===== src/rtl/anti_pinch_mc.sv =====
// Multi-channel anti-pinch motor controller: shared tick timebase, two-flop input
// synchronisers, per-key debounce and a per-channel IDLE/UP/DOWN/REVERSE state machine.
module anti_pinch_mc #(
    parameter int N_CH      = 2,
    parameter int TICK_DIV  = 100000,
    parameter int DEB_TICKS = 20,
    parameter int REV_TICKS = 500,
    parameter int MAX_TICKS = 8000,
    parameter int CNT_W     = 16
) (
    input  logic                SYSCLK,
    input  logic                RST,
    input  logic [N_CH-1:0]     key_up,
    input  logic [N_CH-1:0]     key_down,
    input  logic [N_CH-1:0]     stop_signal,
    output logic [2*N_CH-1:0]   MOTOR,
    output logic [N_CH-1:0]     pinch_evt,
    output logic [N_CH-1:0]     busy
);

    localparam int TB_W = (TICK_DIV > 1) ? $clog2(TICK_DIV) : 1;

    typedef enum logic [1:0] {IDLE, UP, DOWN, REVERSE} state_t;

    logic [TB_W-1:0]     tb_cnt;
    logic                tick;
    logic [3*N_CH-1:0]   raw;
    logic [3*N_CH-1:0]   sync_a;
    logic [3*N_CH-1:0]   sync_b;
    logic [2*N_CH-1:0]   deb_level;
    logic [2*N_CH-1:0]   deb_prev;
    logic [2*N_CH-1:0]   press;
    logic [N_CH-1:0]     press_up;
    logic [N_CH-1:0]     press_dn;
    logic [N_CH-1:0]     stop_s;

    assign tick = (tb_cnt == TB_W'(TICK_DIV - 1));

    always_ff @(posedge SYSCLK) begin
        // NOTE: registers use non-blocking assignments so every flop samples pre-edge values.
        if (RST) begin
            tb_cnt <= '0;
        end else if (tick) begin
            tb_cnt <= '0;
        end else begin
            tb_cnt <= tb_cnt + 1'b1;
        end
    end

    // Keys and pinch sensor are asynchronous; bit layout is {stop, down, up}.
    assign raw = {stop_signal, key_down, key_up};

    always_ff @(posedge SYSCLK) begin
        if (RST) begin
            sync_a <= '0;
            sync_b <= '0;
        end else begin
            sync_a <= raw;
            sync_b <= sync_a;
        end
    end

    for (genvar k = 0; k < 2*N_CH; k++) begin : g_deb
        logic [CNT_W-1:0] cnt;
        logic             lvl;

        always_ff @(posedge SYSCLK) begin
            if (RST) begin
                cnt <= '0;
                lvl <= 1'b0;
            end else if (sync_b[k] == lvl) begin
                cnt <= '0;
            end else if (tick) begin
                if (cnt == CNT_W'(DEB_TICKS - 1)) begin
                    lvl <= sync_b[k];
                    cnt <= '0;
                end else begin
                    cnt <= cnt + 1'b1;
                end
            end
        end

        assign deb_level[k] = lvl;
    end

    always_ff @(posedge SYSCLK) begin
        if (RST) begin
            deb_prev <= '0;
        end else begin
            deb_prev <= deb_level;
        end
    end

    // Press is the single cycle in which the debounced level is newly high.
    assign press    = deb_level & ~deb_prev;
    assign press_up = press[N_CH-1:0];
    assign press_dn = press[2*N_CH-1:N_CH];
    assign stop_s   = sync_b[3*N_CH-1:2*N_CH];

    for (genvar c = 0; c < N_CH; c++) begin : g_ch
        state_t           state;
        state_t           state_nxt;
        logic [CNT_W-1:0] travel;
        logic             pinch_nxt;
        logic [1:0]       motor_nxt;
        logic [1:0]       motor_r;
        logic             pinch_r;
        logic             busy_r;
        logic             any_press;
        logic             move_done;
        logic             rev_done;

        assign any_press = press_up[c] | press_dn[c];
        assign move_done = tick && (travel == CNT_W'(MAX_TICKS - 1));
        assign rev_done  = tick && (travel == CNT_W'(REV_TICKS - 1));

        always_comb begin
            // NOTE: defaults first so no path through the case leaves a signal unassigned (no latch).
            state_nxt = state;
            pinch_nxt = 1'b0;
            case (state)
                IDLE: begin
                    if (press_up[c] && !press_dn[c]) begin
                        state_nxt = UP;
                    end else if (press_dn[c] && !press_up[c]) begin
                        state_nxt = DOWN;
                    end
                end
                UP: begin
                    if (stop_s[c]) begin
                        state_nxt = REVERSE;
                        pinch_nxt = 1'b1;
                    end else if (move_done || any_press) begin
                        state_nxt = IDLE;
                    end
                end
                DOWN: begin
                    if (move_done || any_press) begin
                        state_nxt = IDLE;
                    end
                end
                REVERSE: begin
                    if (rev_done) begin
                        state_nxt = IDLE;
                    end
                end
                default: state_nxt = IDLE;
            endcase

            motor_nxt = 2'b00;
            case (state_nxt)
                UP:            motor_nxt = 2'b01;
                DOWN, REVERSE: motor_nxt = 2'b10;
                default:       motor_nxt = 2'b00;
            endcase
        end

        always_ff @(posedge SYSCLK) begin
            // NOTE: every flop here is reset so a mid-motion reset stops the motor on the sampling edge.
            if (RST) begin
                state   <= IDLE;
                travel  <= '0;
                motor_r <= 2'b00;
                pinch_r <= 1'b0;
                busy_r  <= 1'b0;
            end else begin
                state   <= state_nxt;
                pinch_r <= pinch_nxt;
                busy_r  <= (state_nxt != IDLE);
                motor_r <= motor_nxt;
                if (state_nxt != state) begin
                    travel <= '0;
                end else if (tick && (travel != '1)) begin
                    travel <= travel + 1'b1;
                end
            end
        end

        assign MOTOR[2*c+1:2*c] = motor_r;
        assign pinch_evt[c]     = pinch_r;
        assign busy[c]          = busy_r;
    end

endmodule


===== config.mk =====
export PLATFORM = sky130hd
export DESIGN_NAME = anti_pinch_mc
export DESIGN_NICKNAME = d
export VERILOG_FILES = /design/src/rtl/anti_pinch_mc.sv
export SDC_FILE = /design/constraint.sdc
export NUM_CORES = 1
export LEC_CHECK = 0
export ABC_AREA = 1
export CORE_MARGIN = 2
export CORE_UTILIZATION = 50
export CTS_CLUSTER_SIZE = 20
export DETAILED_ROUTE_END_ITERATION = 12
export DONT_BUFFER_PORTS = 1
export PLACE_DENSITY_LB_ADDON = 0.15
export SLEW_MARGIN = 15
export SYNTH_ARGS = -nofsm -noshare
export SYNTH_HDL_FRONTEND = slang
export SYNTH_SLANG_ARGS = --single-unit

===== constraint.sdc =====
create_clock -name SYSCLK -period 4.3 [get_ports SYSCLK]
set_clock_uncertainty 0.1 [all_clocks]
set_input_delay 1.29 -clock SYSCLK [delete_from_list [all_inputs] [get_ports SYSCLK]]
set_output_delay 1.29 -clock SYSCLK [all_outputs]
set_load 0.01 [all_outputs]

==> impl_metrics.ini, run 1 <==
[outcome]
status = finished, final reports clean

[timing]
fin_setup_tns_ns = 0
fmax_ghz = 0.3839
slew_headroom = 0.5730
rsz0062_at_grt = no
drv_slew = 0
min_period_ns = 2.605
hold_violations = 0
setup_violations = 0
fin_crit_sh = 0.6057
worstMarginPinSlew_ns = 0.6362

[logic_synthesis]
async_flop_share = 0
synth_area_mm2 = 0.007362
synth_nets = 1077
ys_ff_latch = 144
ys_seq_area_frac = 0.3916
avgSynthCellArea_um2 = 6.932
yosys-top-cells-area = dfxtp_1 39%, inv_1 8.8%, nand2_1 8.8%
ys_warn_count = 0
synth.distinct_cells = 38
synth_enable_flop_cells = 0
synth_flop_cell = dfxtp_1
synthesis.instances = 1062
synth_top_area_cell = dfxtp_1
yosys.area.top_type_share = 0.3916
ys_top_cells_by_count = 173 x inv_1, 173 x nand2_1, 169 x nor2_1, 144 x dfxtp_1, 75 x a21oi_1

[grt]
grt-ovfl-total = 0
grt_pass1_vias = 5673
grt_antenna_before_repair = 0
grt_pass1_wl_um = 25600
grt_max_degree = 28
track_usage = 0.1965

[cts]
cts_buffer_depth = 2
root_buffer = clkbuf_16
cts_tree = done
cts_resized = 0
cts_setup_buffers = 0
htreeDepth = 4
clk_pin_slew_ns = 0.06
holdBufCountCts = 0
cts.sinks = 144
clock_latency_ns = 0.43
cts_made_buffers = 17

[setup_path]
critPathKind = primary input to flop
cp_data_required_time_ns = 4.55
cp-end-kind = flop
cp-start-kind = primary input
worstPathArrival_ns = 2.86
cp_max_fo = 22

[routing]
firstDrtPassIters = 5
wl_um = 14980
drtIter0Drc = 354
wl_per_cell_um = 11.90
viasPerCell = 4.994
vias = 6287
ant_nets = 0
drc_errors = 0

[floorplanning]
dieArea_mm2 = 0.01571
start_util = 0.5085
core_area_mm2 = 0.01448
die_height_um = 125.3
pin_count = 16
die_x_um = 125.3
rows = 44

[power_and_ir_drop]
total_power_uw = 2836
p_leak_uw = 0.002826
p_per_area_mw_per_mm2 = 352.3
irDropWorstVdd_mv = 0.4448

[cells_and_area]
fin_nets = 1077
multi_input_area_mm2 = 0.003691
fill_cells = 1442
regArea_mm2 = 0.002883
syn2layout_area_growth_pct = 9.347
antenna_cells = 0
drive_above_1_share = 0.06977

[job]
cap_violations = 0

[worst_hold_path]
hp-class = flop to flop

[placement]
io_buffer_count = 0
place_congestion = 0.8499
place_hpwl_um = 10600
[worst max-delay path, stage by stage]
cell and delay, ns:
inv_1 0.29, nand3_1 0.27, a21oi_1 0.58, o21ai_0 0.25
a21oi_1 0.17
[cells by family (layout without fill, tap and decap cells)]
| family | after synthesis | in the layout | share of synthesized area |
|---|---|---|---|
| compound gates | 131 | 131 | 0.09415 |
| xor+xnor | 48 | 48 | 0.05710 |
| fa+ha+maj | 7 | 7 | 0.01190 |
| buf+inv | 195 | 208 | 0.1071 |
| flops | 144 | 144 | 0.3916 |
| mux | 1 | 1 | 0.001529 |
| simple gates | 536 | 536 | 0.3367 |
[final cells by class]
type / count / area share
Sequential cell: 144 / 0.3581
Inverter: 175 / 0.08160
Multi-Input combinational cell: 723 / 0.4585
Timing Repair Buffer: 1 / 0.0009325
Clock inverter: 10 / 0.01585
Tap cell: 184 / 0.02860
Clock buffer: 22 / 0.05642
[through the flow]
step | util | hold WS, ns | std cells | setup slack, ns | area (um^2)
floorplan | - | 0.2883 | 1062 | 1.704 | 7362
global placement | 0.5158 | 0.2894 | 1227 | 1.356 | 7468
detailed placement | 0.5158 | 0.2931 | 1227 | 1.275 | 7468
CTS | 0.5560 | 0.3018 | 1259 | 1.709 | 8050
global route | 0.5560 | 0.3232 | 1259 | 1.528 | 8050
finish | 0.5560 | 0.3049 | 1259 | 1.695 | 8050
[layer usage]
metal | GRT usage | vias to the layer above | part of all wire | wire (um)
met4 | 0.06078 | 0 | 0.014 | 204
met3 | 0.05392 | 19 | 0.038 | 564
met5 | 0 | - | 0 | 0
met1 | 0.2667 | 2776 | 0.51 | 7670
met2 | 0.3063 | 103 | 0.44 | 6539
li1 | - | 3389 | - | -
[final timing paths]
check | from | endpoint | slack [ns] | cells past startpoint
worst max-delay path | RST | g_deb[0].cnt[12] | 1.70 | 5
worst min-delay path | sync_a[5] | sync_b[5] | 0.30 | 2
worst max register to register | tb_cnt[0] | g_deb[0].cnt[15] | 1.76 | 9
worst min register to register | sync_a[5] | sync_b[5] | 0.30 | 2
[cell usage in the layout (no fill, tap or decap), types with 3 or more instances in the layout]
cell       synthesis  routed
o21ai_0           41      41
xnor2_1           11      11
nor2_4             3       3
clkbuf_16          0      17
nand2_1          173     173
nand3b_1           4       4
nor4_1            10      10
nor2_2            14      14
nand3_2            3       3
a21oi_1           75      75
ha_1               7       7
clkbuf_1           4       4
dfxtp_1          144     144
nand2_2            6       6
inv_6              0       3
a211oi_1           7       7
or2_2              8       8
nand3_1           51      51
nor3b_1            4       4
nor3_1            48      48
xor2_1            37      37
inv_1            173     173
nor3_4             3       3
nand4_1           35      35
nor2_1           169     169
[state kept, by name, indices dropped and copies added (netlist names), 3 cells and up]
name and count:
deb_prev 4, g_ch.travel 32, g_deb.cnt 64, sync_b 6
g_ch.motor_r 3, g_deb.lvl 4, sync_a 6, tb_cnt 17
g_ch.state 4
[power breakdown]
| part | switching, uW | internal (uW) |
|---|---|---|
| logic | 22.4 | 7.82 |
| clock network | 581 | 879 |
| registers | 3.33 | 1340 |
| total | 607 | 2230 |
No activity file was read; power rests on OpenSTA's default activity.
==> inputs of run 2 (changes only) <==
clock period = 2.6 ns   (was 4.3 ns; I/O delays follow)
==> impl_metrics.ini, run 2 (synthesis gave the netlist of run 1 again) <==
[setup_path]
cp_common_cell = nand2_1
r2r-end = g_ch[0].travel[0]
rr_worst_depth = 12
cp_slowest_cell = dfxtp_1
worstPathArrival_ns = 2.58
rrSetupSlack_ns = 0.26
rr_startpoint = tb_cnt[0]
critPathKind = flop to flop
crit_path_cell_trace = ha_1 -> nand2_1 -> nor2_4 -> nand2_1 -> nor2_2 -> buf_12 -> nand2_1 -> nand2_2 -> nand4_1 -> a21oi_1 -> nand2_2 -> nor2_1
cp_data_required_time_ns = 2.84
cpPeakStageDelay_ns = 0.36
cp-end-kind = flop
cp_max_fo = 20
cp-start-kind = flop

[placement]
io_buffer_count = 0
dp_slack_ns = 0.2882
dpl_cell_area_mm2 = 0.007571
place_congestion = 0.8776
place_hpwl_um = 10780

[outcome]
status = finished, final reports clean

[timing]
drv_slew = 0
setup_ws_ns = 0.2642
slew_headroom = 0.5875
fmax_ghz = 0.4281
setup_violations = 0
min_period_ns = 2.336
rsz0062_at_grt = no
worstMarginPinSlew_ns = 0.6188
fin_crit_sh = 0.8984
hold_violations = 0
fin_setup_tns_ns = 0

[routing]
wl_met3_um = 499
drc_errors = 0
met1_length_um = 7644
vias = 6351
ant_nets = 0
highest_layer = met4
firstDrtPassIters = 5
viasPerCell = 4.997
wl_per_cell_um = 11.69
drtIter0Drc = 394
wl_um = 14860
wl_met2_um = 6565

[worst_hold_path]
min_to = sync_b[1]
hold-path-cell-count = 2
hp-class = flop to flop
worstHoldStart = sync_a[1]

[floorplanning]
dieArea_mm2 = 0.01571
core_area_mm2 = 0.01448
die_height_um = 125.3
rows = 44
start_util = 0.5085
die_x_um = 125.3
pin_count = 16

[cts]
root_buffer = clkbuf_16
cts_tree = done
holdBufCountCts = 0
cts_resized = 0
clk_pin_slew_ns = 0.06
clock_latency_ns = 0.42
htreeDepth = 4
cts.sinks = 144
cts_made_buffers = 17
cts_buffer_depth = 2
cts_setup_buffers = 0

[cells_and_area]
layout_common_cells = 173 x inv_1, 173 x nand2_1, 169 x nor2_1, 144 x dfxtp_1, 75 x a21oi_1
fin_area_mm2 = 0.008190
drive_above_1_share = 0.08188
syn2layout_area_growth_pct = 11.25
antenna_cells = 0
largest_reg_flops = 64
reg.largest.list = g_deb.cnt (64), g_ch.travel (32), tb_cnt (17)
regMostFlops = g_deb.cnt
fill_cells = 1420
fin_nets = 1089

[power_and_ir_drop]
p_per_area_mw_per_mm2 = 590.0
p_leak_uw = 0.002894
irDropWorstVdd_mv = 0.4504

[grt]
track_usage = 0.2034
grt-ovfl-total = 0
grt_pass1_wl_um = 26810
grt_pass1_vias = 5913
grt_max_degree = 23
grt_antenna_before_repair = 0

[job]
cap_violations = 0
## run 2: through the flow
| step | cells | hold WS (ns) | util | power [uW] |
|---|---|---|---|---|
| global placement | 1239 | 0.2916 | 0.5229 | 2327 |
| global route | 1271 | 0.2980 | 0.5657 | 4995 |
| detailed placement | 1239 | 0.2920 | 0.5229 | 2328 |
| CTS | 1271 | 0.2992 | 0.5657 | 4895 |
| floorplan | 1062 | 0.2883 | - | 2318 |
| finish | 1271 | 0.3011 | 0.5657 | 4833 |
## run 2: worst max-delay path, delay by kind of cell, from the launching register on
family,cells,cell delay (ns)
and+or+nand+nor,9,1.25
DFF,1,0.36
AOI/OAI and AO/OA,1,0.18
buffers and inverters,1,0.19
adders and majority gates,1,0.17
## run 2: worst max path at each step
stage	from	to	slack [ns]	cells past startpoint
global route	tb_cnt[0]	g_ch[0].travel[0]	0.04	12
CTS	tb_cnt[0]	g_ch[0].travel[0]	0.27	12
finish	tb_cnt[0]	g_ch[0].travel[0]	0.26	12
detailed placement	tb_cnt[0]	g_ch[0].travel[0]	0.29	12
floorplan	RST	g_deb[0].cnt[12]	0.51	6
global placement	tb_cnt[0]	g_deb[1].cnt[14]	0.38	12
## run 2: layout make-up
class | count | area [um^2] | area share
clock inverter | 13 | 186.4 | 0.02276
sequential | 144 | 2883 | 0.3520
tap | 184 | 230.2 | 0.02811
multi-input combinational | 723 | 3691 | 0.4507
clock buffer | 19 | 432.9 | 0.05286
timing repair buffer | 13 | 110.1 | 0.01344
inverter | 175 | 656.9 | 0.08020
## run 2: layer usage
layer / global-route usage / vias up
li1: - / 3423
met1: 0.2725 / 2832
met2: 0.3283 / 82
met3: 0.04921 / 14
met4: 0.05882 / 0
met5: 0 / -
## run 2: power breakdown
part,internal [uW],switching [uW]
Sequential,2220,5.57
Combinational,16.4,37.7
Clock,1610,947
Total,3840,990
